[src/rtl/testing_wb_master.sv]
// Single-transfer Wishbone classic master driven by a simple command port.
// Retries on rty with a one-cycle backoff, and gives up after a bus-phase timeout.
module testing_wb_master #(
    parameter int dw        = 32,
    parameter int aw        = 32,
    parameter int TIMEOUT   = 255,
    parameter int MAX_RETRY = 3
) (
    input  logic          wb_clk,
    input  logic          wb_rst_n,
    input  logic          cmd_start_i,
    input  logic          cmd_we_i,
    input  logic [aw-1:0] cmd_adr_i,
    input  logic [dw-1:0] cmd_dat_i,
    input  logic [3:0]    cmd_sel_i,
    output logic          cmd_busy_o,
    output logic          cmd_done_o,
    output logic [dw-1:0] cmd_rdata_o,
    output logic [1:0]    cmd_status_o,
    output logic [aw-1:0] wb_adr_o,
    output logic [dw-1:0] wb_dat_o,
    output logic [3:0]    wb_sel_o,
    output logic          wb_we_o,
    output logic          wb_cyc_o,
    output logic          wb_stb_o,
    output logic [2:0]    wb_cti_o,
    output logic [1:0]    wb_bte_o,
    input  logic [dw-1:0] wb_dat_i,
    input  logic          wb_ack_i,
    input  logic          wb_err_i,
    input  logic          wb_rty_i
);

    localparam int TW = (TIMEOUT < 1) ? 1 : $clog2(TIMEOUT + 1);
    localparam int RW = (MAX_RETRY < 1) ? 1 : $clog2(MAX_RETRY + 1);

    localparam logic [1:0] ST_OK      = 2'b00;
    localparam logic [1:0] ST_ERR     = 2'b01;
    localparam logic [1:0] ST_RETRY   = 2'b10;
    localparam logic [1:0] ST_TIMEOUT = 2'b11;

    typedef enum logic [1:0] {S_IDLE, S_BUS, S_BACKOFF, S_DONE} state_t;

    state_t        state_reg, state_next;
    logic [aw-1:0] adr_reg, adr_next;
    logic [dw-1:0] dat_reg, dat_next;
    logic [3:0]    sel_reg, sel_next;
    logic          we_reg, we_next;
    logic          cyc_reg, cyc_next;
    logic          busy_reg, busy_next;
    logic          done_reg, done_next;
    logic [dw-1:0] rdata_reg, rdata_next;
    logic [1:0]    status_reg, status_next;
    logic [TW-1:0] tmo_reg, tmo_next;
    logic [RW-1:0] retry_reg, retry_next;

    logic retry_left;
    logic tmo_hit;

    assign retry_left = (retry_reg < RW'(MAX_RETRY));
    assign tmo_hit    = (tmo_reg == TW'(TIMEOUT));

    always_ff @(posedge wb_clk or negedge wb_rst_n) begin
        if (!wb_rst_n) begin
            state_reg <= S_IDLE;
        end else begin
            state_reg <= state_next;
        end
    end

    always_comb begin
        state_next = state_reg;
        case (state_reg)
            S_IDLE: begin
                if (cmd_start_i) state_next = S_BUS;
            end
            S_BUS: begin
                if (wb_err_i)      state_next = S_DONE;
                else if (wb_rty_i) state_next = retry_left ? S_BACKOFF : S_DONE;
                else if (wb_ack_i) state_next = S_DONE;
                else if (tmo_hit)  state_next = S_DONE;
            end
            S_BACKOFF: state_next = S_BUS;
            S_DONE:    state_next = S_IDLE;
            default:   state_next = S_IDLE;
        endcase
    end

    // Next values for every registered output; responses only matter in BUS.
    always_comb begin
        adr_next    = adr_reg;
        dat_next    = dat_reg;
        sel_next    = sel_reg;
        we_next     = we_reg;
        cyc_next    = cyc_reg;
        busy_next   = busy_reg;
        done_next   = 1'b0;
        rdata_next  = rdata_reg;
        status_next = status_reg;
        tmo_next    = tmo_reg;
        retry_next  = retry_reg;
        case (state_reg)
            S_IDLE: begin
                if (cmd_start_i) begin
                    adr_next   = cmd_adr_i;
                    dat_next   = cmd_dat_i;
                    sel_next   = cmd_sel_i;
                    we_next    = cmd_we_i;
                    cyc_next   = 1'b1;
                    busy_next  = 1'b1;
                    tmo_next   = '0;
                    retry_next = '0;
                end
            end
            S_BUS: begin
                if (wb_err_i) begin
                    cyc_next    = 1'b0;
                    busy_next   = 1'b0;
                    done_next   = 1'b1;
                    status_next = ST_ERR;
                end else if (wb_rty_i) begin
                    cyc_next = 1'b0;
                    if (retry_left) begin
                        retry_next = retry_reg + RW'(1);
                        tmo_next   = '0;
                    end else begin
                        busy_next   = 1'b0;
                        done_next   = 1'b1;
                        status_next = ST_RETRY;
                    end
                end else if (wb_ack_i) begin
                    cyc_next    = 1'b0;
                    busy_next   = 1'b0;
                    done_next   = 1'b1;
                    status_next = ST_OK;
                    if (!we_reg) rdata_next = wb_dat_i;
                end else if (tmo_hit) begin
                    cyc_next    = 1'b0;
                    busy_next   = 1'b0;
                    done_next   = 1'b1;
                    status_next = ST_TIMEOUT;
                end else begin
                    tmo_next = tmo_reg + TW'(1);
                end
            end
            S_BACKOFF: cyc_next = 1'b1;
            default: ;
        endcase
    end

    always_ff @(posedge wb_clk or negedge wb_rst_n) begin
        if (!wb_rst_n) begin
            adr_reg    <= '0;
            dat_reg    <= '0;
            sel_reg    <= '0;
            we_reg     <= 1'b0;
            cyc_reg    <= 1'b0;
            busy_reg   <= 1'b0;
            done_reg   <= 1'b0;
            rdata_reg  <= '0;
            status_reg <= ST_OK;
            tmo_reg    <= '0;
            retry_reg  <= '0;
        end else begin
            adr_reg    <= adr_next;
            dat_reg    <= dat_next;
            sel_reg    <= sel_next;
            we_reg     <= we_next;
            cyc_reg    <= cyc_next;
            busy_reg   <= busy_next;
            done_reg   <= done_next;
            rdata_reg  <= rdata_next;
            status_reg <= status_next;
            tmo_reg    <= tmo_next;
            retry_reg  <= retry_next;
        end
    end

    // stb always tracks cyc: classic single transfers only.
    assign wb_adr_o     = adr_reg;
    assign wb_dat_o     = dat_reg;
    assign wb_sel_o     = sel_reg;
    assign wb_we_o      = we_reg;
    assign wb_cyc_o     = cyc_reg;
    assign wb_stb_o     = cyc_reg;
    assign wb_cti_o     = 3'b000;
    assign wb_bte_o     = 2'b00;
    assign cmd_busy_o   = busy_reg;
    assign cmd_done_o   = done_reg;
    assign cmd_rdata_o  = rdata_reg;
    assign cmd_status_o = status_reg;

endmodule

[config.mk]
export PLATFORM = sky130hd
export DESIGN_NAME = testing_wb_master
export DESIGN_NICKNAME = d
export VERILOG_FILES = /design/src/rtl/testing_wb_master.sv
export SDC_FILE = /design/constraint.sdc
export NUM_CORES = 1
export LEC_CHECK = 0
export ABC_AREA = 1
export CORE_ASPECT_RATIO = 1.25
export CORE_MARGIN = 5
export CORE_UTILIZATION = 45
export CTS_CLUSTER_DIAMETER = 120
export CTS_CLUSTER_SIZE = 10
export DETAILED_ROUTE_END_ITERATION = 12
export HOLD_SLACK_MARGIN = 0.06
export PLACE_DENSITY = 0.95
export SYNTH_ARGS = -nofsm -noshare
export SYNTH_HDL_FRONTEND = slang
export SYNTH_SLANG_ARGS = --single-unit
export TNS_END_PERCENT = 30
[constraint.sdc]
create_clock -name wb_clk -period 2.3 [get_ports wb_clk]
set_input_delay 0.575 -clock wb_clk [delete_from_list [all_inputs] [get_ports wb_clk]]
set_output_delay 0.575 -clock wb_clk [all_outputs]
set_load 0.1 [all_outputs]
Word-level counts from Yosys, hierarchy flattened

Cells that the tools add are included.

Flip-flop bits (word level): 118
Output and inout bits: 112

Bitwise operators: 3
Equality and inequality tests: 14
Multiplexer cells: 39
Add/sub/neg operators: 2
$lt $le $gt $ge: 1
Reduce and logical (&&, ||, !) cells: 12

Operator list:

| kind                                                                   | number |
|---|---|
| 8-bit 2-to-1 mux                                                       | 6 |
| 2-bit 2-to-1 mux                                                       | 13 |
| 8-bit one-hot mux with 2 select lines                                  | 1 |
| 1-bit 2-to-1 mux                                                       | 15 |
| 3-bit inequality test (second input constant)                          | 4 |
| 5-bit AND reduction                                                    | 2 |
| 8-bit by 1-bit adder with 8-bit output (second input constant)         | 1 |
| 8-bit equality test (second input constant)                            | 1 |
| 2-bit inequality test (second input constant)                          | 4 |
| 2-bit one-hot mux with 4 select lines                                  | 1 |
| 3-bit AND reduction                                                    | 2 |
| 6-bit AND reduction                                                    | 1 |
| 5-bit inequality test (second input constant)                          | 1 |
| 2-bit equality test (second input constant)                            | 2 |
| 4-bit inequality test (second input constant)                          | 1 |
| 2-bit one-hot mux with 2 select lines                                  | 1 |
| 2-bit AND reduction                                                    | 2 |
| 4-bit AND reduction                                                    | 1 |
| 4-bit nonzero test                                                     | 1 |
| 1-bit inverter                                                         | 3 |
| 1-bit one-hot mux with 3 select lines                                  | 1 |
| 3-bit nonzero test                                                     | 1 |
| 2-bit by 1-bit adder with 2-bit output (second input constant)         | 1 |
| 2-bit by 1-bit equality test with 1-bit output (second input constant) | 1 |
| 4 further kinds                                                        | 4 |

Depth between registers and ports, before layout

Gate-level depths: netlist of run 1.

Word-level depth: 6
Depth in mapped cells: 10
Mapped depth without buffers: 10

Worst setup path before layout of run 1

Ideal clock, no wire load.

Path type: reg-to-output
Start point: register cyc_reg, in the netlist wb_cyc_o
End point: output wb_stb_o
Arrival time: 1.340 ns
Data required time: 1.725 ns
Stages on the path, launching flop included: 2
Slack: 0.385 ns
Cell sequence: dfrtp_1 -> buf_4

RTL lines:

| item                     | line | RTL |
|---|---|---|
| start: declaration       | 49   | `logic cyc_reg, cyc_next;` |
| start signal: assignment | 169  | `cyc_reg <= cyc_next;` |
| end: declaration         | 25   | `output logic wb_stb_o,` |

No word-level cell between the ends.

Worst setup path after layout of run 1

Start point: register cyc_reg, in the netlist wb_cyc_o
End point: output wb_cyc_o

RTL lines:

| item             | line | RTL |
|---|---|---|
| end: declaration | 24   | `output logic wb_cyc_o,` |

No word-level cell between the ends.

==> flow_metrics.tcl, run 1 <==
set metrics [dict create \
    outcome "finished, final reports clean" \
    synthArstFlopShare_pct 100 \
    finalCriticalPeriod_ns 1.66 \
    crit_path_end_kind "output port" \
    die_x_um 103 \
    reg2reg_depth 10 \
    timing.slew.headroom_pct 64.4 \
    port_buffers 213 \
    worst_r2r_startpoint "tmo_reg[0]$_DFFE_PN0P_" \
    cpMaxStageDelayCell "dfrtp_1" \
    fmax_mhz 601 \
    finalWirelength_mm 13.3 \
    dr_wl_met2_mm 6.93 \
    multi_input_area_um2 1540 \
    synth_cells 549 \
    wl_met3_um 887 \
    clock_sinks 118 \
    rsz0062_at_grt "false" \
    drtIter0Drc 202 \
    worst-path-max-fanout 3 \
    synth_top_cell_by_area "dfrtp_1" \
    finalNonFillerCells 909 \
    htree_levels 4 \
    synth_edf_count 0 \
    grt_pass1_wl_mm 21.3 \
    ys_top_cells_by_area "dfrtp_1 (61%), nand2_1 (21%), o21ai_1 (3.4%)" \
    netlist_area_um2 4810 \
    fp.coreArea_um2 10500 \
    finalHoldViolCount 0 \
    grt_pass1_vias 4447 \
    top_layer_used "met4" \
    worstSkewPairLatency_ns 0.40 \
    grt_max_degree 73 \
    ant_nets 0 \
    yosysTopAreaCellShare_pct 61.3 \
    area.sequential_um2 2950 \
    worstHoldPathType "primary input to asynchronous set/reset pin" \
    start_kind "register" \
    skew_ns 0.00437 \
    synth_cell_type_count 28 \
    dieArea_um2 12900 \
    start_util_pct 45.8 \
    synth-seq-cells 118 \
    clk_path_buf_depth 2 \
    ys_seq_area_share_pct 61.3 \
    cts_made_buffers 17 \
    wl_met1_mm 4.99 \
    setup_tns_ns 0 \
    post_cts_resized 0 \
    final-setup-viol-count 0 \
    synth-main-ff-cell "dfrtp_1" \
    drive_gt1_share_pct 21.4 \
    syn2layout_area_growth_pct 53.7 \
    post-route-period-util_pct 72.4 \
    syn_avg_cell_area_um2 8.77 \
    vias 4295 \
    cts_root_buffer "clkbuf_16" \
    antenna_cells 0 \
    synthTopCellsByCount "nand2_1 (272), dfrtp_1 (118), inv_1 (43)" \
    dp_hpwl_mm 9.71 \
    arrival_ns 1.09 \
    cts_hold_repair.buffers 0 \
    avgViaCountPerCell 4.72 \
    drc 0 \
    ff2ff_setup_slack_ns 0.78 \
    grtUsageTotal_pct 21.2 \
    path_class "register to output port" \
    r2r_end "tmo_reg[7]$_DFFE_PN0P_" \
    worst_pin_slew_ns 0.534 \
    drv_cap 0 \
    nFillCells 760 \
    avgRoutedWirePerCell_um 14.6 \
    routabilityCongestion 0.892 \
    first_pass_iters 4 \
    yosys.cell_count.top_type "nand2_1" \
    overflow 0 \
    die_height_um 126 \
    std_cell_rows 42 \
    cts_tree "yes" \
    ios 219 \
    whs_ns 0.148 \
    post_cts_buffers 0 \
    final_nets 873 \
    required_ns 1.73 \
    clkTransAtPathRegs_ns 0.06 \
    crit_buf_inv 1 \
    antenna_found_initial 0 \
    maxSlewViolCount 0 \
    max_stage_delay_ns 0.38 \
    path_delay_family "flip-flops" \
    startpoint "wb_cyc_o$_DFFE_PN0P_" \
    dp_cells 877 \
    crit_chain "buf_4" \
    yosys_warnings 0 \
]
## logic make-up (layout without fill, tap and decap cells)
kind of cell | after synthesis | in the layout | synth area share, %
AOI/OAI and AO/OA | 45 | 45 | 4.96
and+or+nand+nor | 308 | 308 | 25.8
buffers and inverters | 73 | 297 | 6.96
other | 1 | 5 | 0.0779
DFF | 118 | 118 | 61.3
adders and majority gates | 2 | 2 | 0.520
xor gates and xnor gates | 2 | 2 | 0.364
## metrics by stage
step | setup WS [ns] | util [%] | area, um^2
after floorplan | 0.385 | - | 4830
after global placement | 0.338 | 64.8 | 6810
after detailed placement | 0.277 | 64.8 | 6810
after CTS | 0.607 | 70.4 | 7400
after global routing | 0.564 | 70.4 | 7400
final | 0.636 | 70.4 | 7400
## worst max-delay path by stage
stage | endpoint | cells past startpoint
detailed placement | tmo_reg[6]$_DFFE_PN0P_ | 10
global placement | tmo_reg[2]$_DFFE_PN0P_ | 10
CTS | wb_cyc_o | 1
finish | wb_cyc_o | 1
global route | tmo_reg[6]$_DFFE_PN0P_ | 10
floorplan | wb_stb_o | 1
## cell usage in the layout (no fill, tap or decap), drive strengths merged
| cell type | synthesis | routed |
|---|---|---|
| xor2 | 2 | 2 |
| nor2 | 13 | 13 |
| or2 | 2 | 2 |
| o21ai | 40 | 40 |
| bufinv | 0 | 2 |
| dfrtp | 118 | 118 |
| a21oi | 4 | 4 |
| clkdlybuf4s50 | 0 | 105 |
| ha | 2 | 2 |
| o21a | 1 | 1 |
| nand3 | 8 | 8 |
| nand2 | 281 | 281 |
| buf | 26 | 114 |
| nor3 | 1 | 1 |
| inv | 46 | 47 |
| clkinv | 0 | 3 |
| clkinvlp | 0 | 5 |
| nand3b | 1 | 1 |
| clkbuf | 1 | 21 |
| conb | 1 | 5 |
| nand4 | 2 | 2 |
## metal layers
metal | vias up | track usage, %
met2 | 169 | 35.6
met4 | 0 | 9.81
met1 | 2002 | 24.7
met3 | 37 | 5.92
li1 | 2087 | -
met5 | - | 0
## layout make-up
type                            instances  share of cell area, %
Clock buffer                           21                   6.22
Tap cell                              132                   2.23
Multi-Input combinational cell        362                   20.8
Sequential cell                       118                   39.9
Clock inverter                         11                   1.69
Timing Repair Buffer                  219                   26.8
Inverter                               46                   2.33
Power of run 1 is left out: the tool's default activity adds up to more than one toggle a clock period on the data nets, which glitch-free logic cannot reach.
==> run 2: changes to the inputs <==
Settings changed: CORE_UTILIZATION 45 to 42, PLACE_DENSITY 0.95 to 0.92.
Clock period 2.3 ns to 1.6 ns, I/O delays scaled along.
==> flow_metrics.tcl, run 2 (same netlist as run 1, synthesis figures left out) <==
set metrics [dict create \
    outcome "finished, final reports clean" \
    rsz0062_at_grt "false" \
    clkTransAtPathRegs_ns 0.05 \
    dp_hpwl_mm 11.9 \
    cts_made_buffers 17 \
    stdcell_area_um2 8860 \
    dpl_worst_slack_ns -0.208 \
    nFillCells 619 \
    syn2layout_area_growth_pct 84.1 \
    skew_ns 0.00741 \
    start_kind "register" \
    path_class "register to register" \
    std_cell_rows 43 \
    final-setup-viol-count 0 \
    ios 219 \
    r2r_end "tmo_reg[7]$_DFFE_PN0P_" \
    worst_pin_slew_ns 0.545 \
    antenna_cells 0 \
    finalWirelength_mm 15.7 \
    clk_path_buf_depth 2 \
    fmax_mhz 669 \
    final_common_cell "nand2_1" \
    maxSlewViolCount 0 \
    drive_gt1_share_pct 22.8 \
    port_buffers 213 \
    setup_slack_ns 0.106 \
    crit_path_end_kind "register" \
    worst_r2r_startpoint "tmo_reg[1]$_DFFE_PN0P_" \
    arrival_ns 1.78 \
    post-route-period-util_pct 93.4 \
    die_x_um 106 \
    cts_root_buffer "clkbuf_16" \
    ff2ff_setup_slack_ns 0.11 \
    die_height_um 130 \
    drv_cap 0 \
    worstHoldPathType "primary input to asynchronous set/reset pin" \
    dieArea_um2 13700 \
    whs_ns 0.456 \
    clock_sinks 118 \
    max_stage_delay_ns 0.39 \
    crit_top_cell "nand2_1" \
    ant_nets 0 \
    required_ns 1.89 \
    drtIter0Drc 207 \
    finalCriticalPeriod_ns 1.49 \
    fp.coreArea_um2 11200 \
    start_util_pct 43.0 \
    htree_levels 4 \
    routabilityCongestion 0.815 \
    overflow 0 \
    grt_pass1_vias 4907 \
    worstSkewPairLatency_ns 0.40 \
    avgRoutedWirePerCell_um 17.0 \
    avgViaCountPerCell 4.86 \
    fin_util_pct 79.2 \
    finalHoldViolCount 0 \
    drc 0 \
    cpMaxStageDelayCell "dfrtp_1" \
    grt_pass1_wl_mm 24.9 \
    startpoint "tmo_reg[1]$_DFFE_PN0P_" \
    placed_area_um2 8230 \
    mostFrequentLayoutCells "nand2_1 (272), dfrtp_1 (116), buf_12 (112)" \
    worst-path-max-fanout 13 \
    vias 4495 \
    timing.slew.headroom_pct 63.7 \
    crit_chain "ha_1 > nand2_2 > nor2_2 > nand2_1 > nand2_2 > nand2_4 > nand2_8 > inv_1 > nand2_1 > nand2_1" \
    grtUsageTotal_pct 23.5 \
    cts_tree "yes" \
    grt_max_degree 65 \
    first_pass_iters 5 \
    reg2reg_depth 10 \
    final_nets 885 \
    antenna_found_initial 0 \
]
-- run 2: cell count changes in the layout (fill, tap and decap cells not counted), moves of 2 or more --
cell	previous run	this run
clkinvlp_4	5	2
buf_4	108	13
clkbuf_8	2	7
buf_12	6	112
dfrtp_1	118	116
dfrtp_2	0	2
-- run 2: what timing repair did --
item	in CTS	in global routing
hold buffers	1	0
setup buffers	0	0
resized for setup	0	1
setup endpoints to repair	0	1
hold endpoints to repair	20	0
-- run 2: layout make-up --
cell class / count / area [um^2] / area share [%]
Inverter: 46 / 173 / 1.95
Tap cell: 135 / 169 / 1.91
Multi-Input combinational cell: 362 / 1550 / 17.5
Timing Repair Buffer: 231 / 3400 / 38.4
Clock buffer: 25 / 526 / 5.93
Sequential cell: 118 / 2960 / 33.3
Clock inverter: 7 / 90.1 / 1.02
-- run 2: per-layer routing --
layer,vias up,global-route usage (%),wire [um]
met4,0,12.1,685
met2,172,44.1,8760
met5,-,0,0
li1,2111,-,-
met1,2164,24.1,5410
met3,48,6.23,873
-- run 2: how the worst max path moves through the flow --
stage	slack, ns	depth (start not counted)	end
detailed placement	-0.21	8	cmd_rdata_o[3]$_DFFE_PN0P_
global placement	-0.13	8	cmd_rdata_o[15]$_DFFE_PN0P_
CTS	0.11	10	tmo_reg[7]$_DFFE_PN0P_
floorplan	0.15	1	wb_stb_o
finish	0.11	10	tmo_reg[7]$_DFFE_PN0P_
global route	0.02	8	cmd_status_o[1]$_DFFE_PN0P_
-- run 2: through the flow --
stage,cells,TNS (ns)
final,924,0
after global routing,924,0
after CTS,924,0
after detailed placement,891,-8.06
after global placement,891,-4.85
after floorplan,553,0
-- run 2: worst max-delay path, delay by kind of cell, from the launching register on --
kind / cells / cell delay (ns)
simple gates: 8 / 0.73
flops: 1 / 0.39
fa+ha+maj: 1 / 0.19
buf+inv: 1 / 0.06
Power of run 2 is left out for the same reason.
